### src/rtl/instr_reg_pkg.sv
`default_nettype none
// ============================================================================
// Module : instr_reg_pkg
// Purpose: Shared IAAA processor datapath constants. The register-write
//          decoder and every register it selects import the same select
//          indices from here, so the two sides cannot drift apart.
// Ports  : none (package)
// Rev    : 1.0 - initial release
// ============================================================================
package instr_reg_pkg;

  // Datapath widths
  localparam int WR_WIDTH   = 20;  // write-decoder select vector
  localparam int DATA_WIDTH = 16;  // MIDR data bus
  localparam int IR_WIDTH   = 4;   // stored opcode

  // Register-select indices on the write-decoder bus
  localparam int IR_SEL     = 19;  // instruction register

  // Opcode field position within the instruction word
  localparam int OPC_LSB    = 0;

endpackage : instr_reg_pkg
`default_nettype wire

### src/rtl/instr_reg.sv
`default_nettype none
// ============================================================================
// Module : instr_reg
// Purpose: Instruction register. Captures the opcode field of the MIDR bus
//          when the write decoder selects the IR and holds it for the
//          control unit. Purely registered output, no input-to-output path.
// Ports  : Clock     in   1           system clock, rising edge
//          Reset     in   1           synchronous active-high reset
//          WRDec_out in   WR_WIDTH    write-decoder vector, bit WR_SEL used
//          MIDR_out  in   DATA_WIDTH  instruction word
//          IR_out    out  IR_WIDTH    registered opcode
// Rev    : 1.0 - initial release
// ============================================================================
module instr_reg
  import instr_reg_pkg::*;
#(
  parameter int WR_WIDTH   = instr_reg_pkg::WR_WIDTH,
  parameter int DATA_WIDTH = instr_reg_pkg::DATA_WIDTH,
  parameter int IR_WIDTH   = instr_reg_pkg::IR_WIDTH,
  parameter int WR_SEL     = instr_reg_pkg::IR_SEL,
  parameter int OPC_LSB    = instr_reg_pkg::OPC_LSB
) (
  input  logic                  Clock,
  input  logic                  Reset,
  input  logic [WR_WIDTH-1:0]   WRDec_out,
  input  logic [DATA_WIDTH-1:0] MIDR_out,
  output logic [IR_WIDTH-1:0]   IR_out
);

  // Reject parameter sets that would index outside either bus.
  generate
    if (WR_SEL < 0 || WR_SEL >= WR_WIDTH) begin : g_bad_wr_sel
      $error("instr_reg: WR_SEL must lie within WRDec_out");
    end
    if (OPC_LSB < 0 || OPC_LSB + IR_WIDTH > DATA_WIDTH) begin : g_bad_opc_field
      $error("instr_reg: opcode field must lie within MIDR_out");
    end
  endgenerate

  logic                wr_en;
  logic [IR_WIDTH-1:0] opcode;
  logic [IR_WIDTH-1:0] ir_q;

  assign wr_en  = WRDec_out[WR_SEL];
  assign opcode = MIDR_out[OPC_LSB +: IR_WIDTH];

  // Reset has priority over a write on the same edge.
  always_ff @(posedge Clock) begin
    if (Reset) begin
      ir_q <= '0;
    end else if (wr_en) begin
      ir_q <= opcode;
    end
  end

  assign IR_out = ir_q;

  // Only one decoder bit and the opcode field are consumed; the remaining
  // bus bits are intentionally ignored.
  logic unused_bits;
  assign unused_bits = &{1'b0, WRDec_out, MIDR_out};

endmodule : instr_reg
`default_nettype wire

### config.mk
export PLATFORM = sky130hd
export DESIGN_NAME = instr_reg
export DESIGN_NICKNAME = d
export VERILOG_FILES = /design/src/rtl/instr_reg_pkg.sv /design/src/rtl/instr_reg.sv
export SDC_FILE = /design/constraint.sdc
export NUM_CORES = 1
export LEC_CHECK = 0
export ABC_AREA = 1
export BUFFER_PORTS_ARGS = -buffer_cell sky130_fd_sc_hd__buf_4
export CORE_AREA = 2 2 39 41
export DETAILED_ROUTE_END_ITERATION = 10
export DIE_AREA = 0 0 41 43
export PLACE_DENSITY = 0.63
export REMOVE_ABC_BUFFERS = 1
export SLEW_MARGIN = 20
export SYNTH_ARGS = -nofsm -noshare
export SYNTH_HDL_FRONTEND = slang
export SYNTH_SLANG_ARGS = --single-unit
### constraint.sdc
create_clock -name Clock -period 0.8 [get_ports Clock]
set_clock_uncertainty 0.1 [all_clocks]
set_input_delay 0.12 -clock Clock [delete_from_list [all_inputs] [get_ports Clock]]
set_output_delay 0.12 -clock Clock [all_outputs]
set_load 0.005 [all_outputs]
==> flow_metrics.env, run 1 <==
export IMPL_worstSetupPathType="reg -> out"
export IMPL_critPathMaxStageDelay_ns=0.31
export IMPL_totalWireLength_microns=365
export IMPL_vdd_ir_drop_max_v=0.000395
export IMPL_arrival_ns=0.66
export IMPL_die_h_microns=43
export IMPL_hold_violations=0
export IMPL_track_usage_pct=4.92
export IMPL_grt_antenna_before_repair=0
export IMPL_crit_fanout=2
export IMPL_combPwrFrac_pct=15.5
export IMPL_design_area_sq_um=299
export IMPL_wl_per_cell_microns=6.76
export IMPL_outcome="complete, but fails checks"
export IMPL_cts_path_max_buffers=2
export IMPL_drv_cap=0
export IMPL_critical_path_cell_chain="buf_6"
export IMPL_post_route_period_util_pct=109
export IMPL_grt_pass1_vias=139
export IMPL_root_buffer="clkbuf_4"
export IMPL_drt_iter0_markers=0
export IMPL_cts_buffers=3
export IMPL_p_sw_mw=0.124
export IMPL_leakagePower_nw=0.164
export IMPL_area_growth_pct=73.2
export IMPL_via_per_inst=3.33
export IMPL_cp_end_kind="output port"
export IMPL_htreeDepth=1
export IMPL_startpoint_type="register"
export IMPL_antenna_cells=0
export IMPL_grt_pass1_wl_microns=483
export IMPL_postCtsSetupBuffers=0
export IMPL_pwr_share_seq_pct=40.2
export IMPL_min_period_ns=0.875
export IMPL_cellPowerDensity_mw_per_mm2=1890
export IMPL_final_nets=78
export IMPL_grt_max_degree=9
export IMPL_placementRows=14
export IMPL_critPathRequiredTime_ns=0.58
export IMPL_drv_slew=0
export IMPL_relSlewSlack_pct=92.2
export IMPL_switching_share_pct=21.9
export IMPL_crit_buf_inv=1
export IMPL_postRouteAntennaNets=0
export IMPL_cts_clk_slew_worst_paths_ns=0.04
export IMPL_drc_errors=0
export IMPL_clkPwrFrac_pct=44.3
export IMPL_finalSetupTns_ns=-0.289
export IMPL_cts_tree="built"
export IMPL_fp_coreArea_sq_mm=0.00138
export IMPL_ys_ff_latch=4
export IMPL_report_power_total_mw=0.564
export IMPL_io_pins=42
export IMPL_largest_reg_flops=4
export IMPL_cts_sinks=4
export IMPL_start_util_pct=12.5
export IMPL_multi_input_area_sq_um=62.6
export IMPL_synth_seq_area_share_pct=46.4
export IMPL_avgSynthCellArea_sq_um=6.64
export IMPL_tightest_slew_ns=0.116
export IMPL_internal_power_mw=0.441
export IMPL_grt_overflow=0
export IMPL_clock_latency_ns=0.23
export IMPL_synth_area_sq_um=173
export IMPL_io_buffers=10
export IMPL_rsz0062_at_grt="true"
export IMPL_ff2ff_setup_slack_ns=0.11
export IMPL_crit_slowest_cell="dfxtp_2"
export IMPL_violations="setup timing"
export IMPL_finalSetupViolations=4
export IMPL_fillers=164
export IMPL_globalplace_congestion=0.538
export IMPL_synth_cells=26
export IMPL_clock_fmax_mhz=1140
export IMPL_dieArea_sq_mm=0.00176
export IMPL_seqCellArea_sq_um=85.1
export IMPL_cts_hold_buf=0
export IMPL_synth_distinct_cells=7
export IMPL_path_delay_family="flip-flops"
export IMPL_yosys_warnings=0
export IMPL_fin_util_pct=21.6
export IMPL_via_count=180
export IMPL_drive_above_1_share_pct=50.0
export IMPL_dr_pass1_iters=1
export IMPL_place_area_sq_um=256
export IMPL_fin_ws_ns=-0.0752
export IMPL_hpwlAfterDp_microns=271
export IMPL_hold_path_class="in -> reg"
export IMPL_fp_dieW_microns=41
cells by family (layout without fill, tap and decap cells):
group,count (synthesis),in the layout,share of synthesized area [%]
AND/OR/NAND/NOR,16,16,36.2
buffers and inverters,6,18,17.4
flip-flops,4,4,46.4
what timing repair did:
| action | CTS | global route |
|---|---|---|
| endpoints found under the hold margin | 0 | 0 |
| resized for setup | 8 | 0 |
| endpoints found under the setup margin | 4 | 4 |
| pin swaps | 0 | 0 |
through the flow:
step | hold WS [ns] | cells | worst slack [ns]
6_report | 0.0375 | 54 | -0.0752
2_1_floorplan | 0.155 | 25 | 0.128
3_3_place_gp | 0.282 | 51 | 0.134
4_1_cts | 0.0300 | 54 | -0.0869
3_5_place_dp | 0.288 | 51 | 0.125
5_1_grt | 0.0469 | 54 | -0.0992
path summary, 6_finish.rpt:
check                  from         to  cells after the start
setup / recovery  IR_out[1]  IR_out[1]                      1
hold / removal        Reset  IR_out[0]                      4
setup reg to reg  IR_out[1]  IR_out[1]                      2
hold reg to reg   IR_out[3]  IR_out[3]                      2
cells in the final DEF (no fill, tap or decap), drive strengths merged:
master  netlist  routed
nor2          8       8
nand2         8       8
clkbuf        0       3
buf           1      10
dfxtp         4       4
inv           5       5
layout make-up:
cell class	count	area share (%)
Tap cell	16	6.69
Sequential cell	4	28.5
Timing Repair Buffer	10	30.1
Inverter	5	6.28
Clock buffer	3	7.53
Multi-Input combinational cell	16	20.9
routing by layer:
layer | vias to the layer above | global-route usage [%] | part of all wire, % | routed length (microns)
met5 | - | 0 | 0 | 0
met4 | 0 | 2.00 | 0 | 0
met3 | 0 | 7.85 | 18 | 65
met2 | 11 | 6.25 | 46 | 168
met1 | 73 | 3.55 | 36 | 131
li1 | 96 | - | - | -
Yosys cell counts, drive strengths merged:
cell	instances	share of area (%)
nand2	8	17
nor2	8	19
inv	5	11
dfxtp	4	46
buf	1	6.5
power by group through the flow:
stage	logic [mW]	registers (mW)	clock network [mW]
global placement	0.0800	0.224	0
CTS	0.0896	0.227	0.262
global route	0.0990	0.228	0.272
floorplan	0.0281	0.226	0
finish	0.0876	0.227	0.250
detailed placement	0.0812	0.224	0
Note: power is estimated with default switching activity, not from simulation.
==> inputs of run 2 (changes only) <==
--- a/config.mk
+++ b/config.mk
@@ -7,10 +7,12 @@
 export LEC_CHECK = 0
 export ABC_AREA = 1
 export BUFFER_PORTS_ARGS = -buffer_cell sky130_fd_sc_hd__buf_4
-export CORE_AREA = 2 2 39 41
+export CELL_PAD_IN_SITES_DETAIL_PLACEMENT = 1
+export CELL_PAD_IN_SITES_GLOBAL_PLACEMENT = 2
+export CORE_MARGIN = 2
+export CORE_UTILIZATION = 10
 export DETAILED_ROUTE_END_ITERATION = 10
-export DIE_AREA = 0 0 41 43
-export PLACE_DENSITY = 0.63
+export PLACE_DENSITY = 0.95
 export REMOVE_ABC_BUFFERS = 1
 export SLEW_MARGIN = 20
 export SYNTH_ARGS = -nofsm -noshare
==> constraint.sdc (replaced) <==
create_clock -name Clock -period 1.05 [get_ports Clock]
set_clock_uncertainty 0.1 [all_clocks]
set_input_delay 0.1575 -clock Clock [delete_from_list [all_inputs] [get_ports Clock]]
set_output_delay 0.1575 -clock Clock [all_outputs]
set_load 0.005 [all_outputs]
==> run 2 against run 1 <==
  * The run now ends clean
  * Wire length rose by 12%
  * Largest cell class is now sequential cells
  * Worst setup slack improved by 0.19 ns
  * Register-to-register slack improved by 0.27 ns
  * Sequential share of layout area rose by 0.12 points
  * Clock power fell by 21%
  * Combinational power fell by 30%
==> flow_metrics.env, run 2 (synthesis gave the netlist of run 1 again) <==
export IMPL_hpwlAfterDp_microns=315
export IMPL_track_usage_pct=5.36
export IMPL_fin_util_pct=16.8
export IMPL_via_count=183
export IMPL_start_util_pct=10.3
export IMPL_min_to="IR_out[2]"
export IMPL_drv_slew=0
export IMPL_grt_pass1_wl_microns=614
export IMPL_drc_errors=0
export IMPL_arrival_ns=0.68
export IMPL_final_nets=78
export IMPL_cts_path_max_buffers=2
export IMPL_area_growth_pct=62.3
export IMPL_cp_end_kind="output port"
export IMPL_critPathMaxStageDelay_ns=0.33
export IMPL_grt_pass1_vias=148
export IMPL_cts_resized=0
export IMPL_cellPowerDensity_mw_per_mm2=1520
export IMPL_fin_ws_ns=0.117
export IMPL_relSlewSlack_pct=92.4
export IMPL_dr_pass1_iters=1
export IMPL_via_per_inst=3.33
export IMPL_regToRegStartpoint="IR_out[1]"
export IMPL_r2r_cells=2
export IMPL_critPathRequiredTime_ns=0.79
export IMPL_antenna_cells=0
export IMPL_cts_tree="built"
export IMPL_fp_dieW_microns=45.6
export IMPL_grt_overflow=0
export IMPL_finalSetupTns_ns=0
export IMPL_drive_above_1_share_pct=39.5
export IMPL_design_area_sq_um=280
export IMPL_io_buffers=10
export IMPL_worstSetupPathType="reg -> out"
export IMPL_grt_antenna_before_repair=0
export IMPL_rsz0062_at_grt="false"
export IMPL_report_power_total_mw=0.427
export IMPL_drt_iter0_markers=0
export IMPL_fp_coreArea_sq_mm=0.00167
export IMPL_min_period_ns=0.933
export IMPL_place_area_sq_um=258
export IMPL_placed_cells=52
export IMPL_outcome="finished, final reports clean"
export IMPL_die_h_microns=45.6
export IMPL_tightest_slew_ns=0.114
export IMPL_hold_violations=0
export IMPL_path_delay_family="flip-flops"
export IMPL_totalWireLength_microns=409
export IMPL_cts_hold_buf=0
export IMPL_cts_buffers=3
export IMPL_wl_per_cell_microns=7.44
export IMPL_finalNonFillerCells=55
export IMPL_final_common_cell="buf_4"
export IMPL_post_place_ws_ns=0.364
export IMPL_clock_latency_ns=0.24
export IMPL_cts_clk_slew_worst_paths_ns=0.04
export IMPL_crit_slowest_cell="dfxtp_1"
export IMPL_crit_buf_inv=1
export IMPL_dieArea_sq_mm=0.00208
export IMPL_post_route_period_util_pct=88.9
export IMPL_postRouteAntennaNets=0
export IMPL_startpoint_type="register"
export IMPL_finalSetupViolations=0
export IMPL_hold_depth=4
export IMPL_startpoint="IR_out[0]"
export IMPL_drv_cap=0
export IMPL_ff2ff_setup_slack_ns=0.38
export IMPL_root_buffer="clkbuf_4"
export IMPL_reg2reg_to="IR_out[1]"
export IMPL_vdd_ir_drop_max_v=0.000441
export IMPL_critical_path_cell_chain="buf_4"
export IMPL_largest_reg_flops=4
export IMPL_io_pins=42
export IMPL_globalplace_congestion=0.608
export IMPL_grt_max_degree=9
export IMPL_leakagePower_nw=0.159
export IMPL_placementRows=15
export IMPL_hp_start="Reset"
export IMPL_hold_path_class="in -> reg"
export IMPL_postCtsSetupBuffers=0
export IMPL_cts_sinks=4
export IMPL_clock_fmax_mhz=1070
export IMPL_final_cell_mix="buf_4 (10), nand2_1 (8), nor2_1 (7), dfxtp_1 (4), inv_1 (4)"
export IMPL_htreeDepth=1
export IMPL_crit_fanout=2
export IMPL_hold_ws_ns=0.0700
## run 2: layout make-up
| type | instances | area [sq um] |
|---|---|---|
| inverters | 5 | 18.8 |
| fillers | 209 | 1390 |
| clock buffers | 3 | 22.5 |
| well taps | 17 | 21.3 |
| multi-input cells | 16 | 62.6 |
| repair buffers | 10 | 75.1 |
| flip-flops and latches | 4 | 80.1 |
## run 2: power by group
group | total, mW | internal, mW | leakage [nW] | switching [mW]
clock network | 0.197 | 0.128 | 0.0138 | 0.0688
registers | 0.168 | 0.163 | 0.0333 | 0.00486
logic | 0.0613 | 0.0360 | 0.112 | 0.0253
total | 0.427 | 0.328 | 0.159 | 0.0990
## run 2: worst max-delay path by stage
stage / depth (start not counted) / to / slack, ns
final: 1 / IR_out[0] / 0.12
after floorplan: 2 / IR_out[1] / 0.38
after global placement: 1 / IR_out[0] / 0.38
after global routing: 1 / IR_out[0] / 0.07
after detailed placement: 1 / IR_out[0] / 0.36
after CTS: 1 / IR_out[0] / 0.10
## run 2: layer usage
metal | part of all wire (%) | up-vias | GRT usage [%]
li1 | - | 96 | -
met1 | 37 | 76 | 4.30
met2 | 44 | 11 | 5.92
met3 | 18 | 0 | 8.33
met4 | 0 | 0 | 3.53
met5 | 0 | - | 0
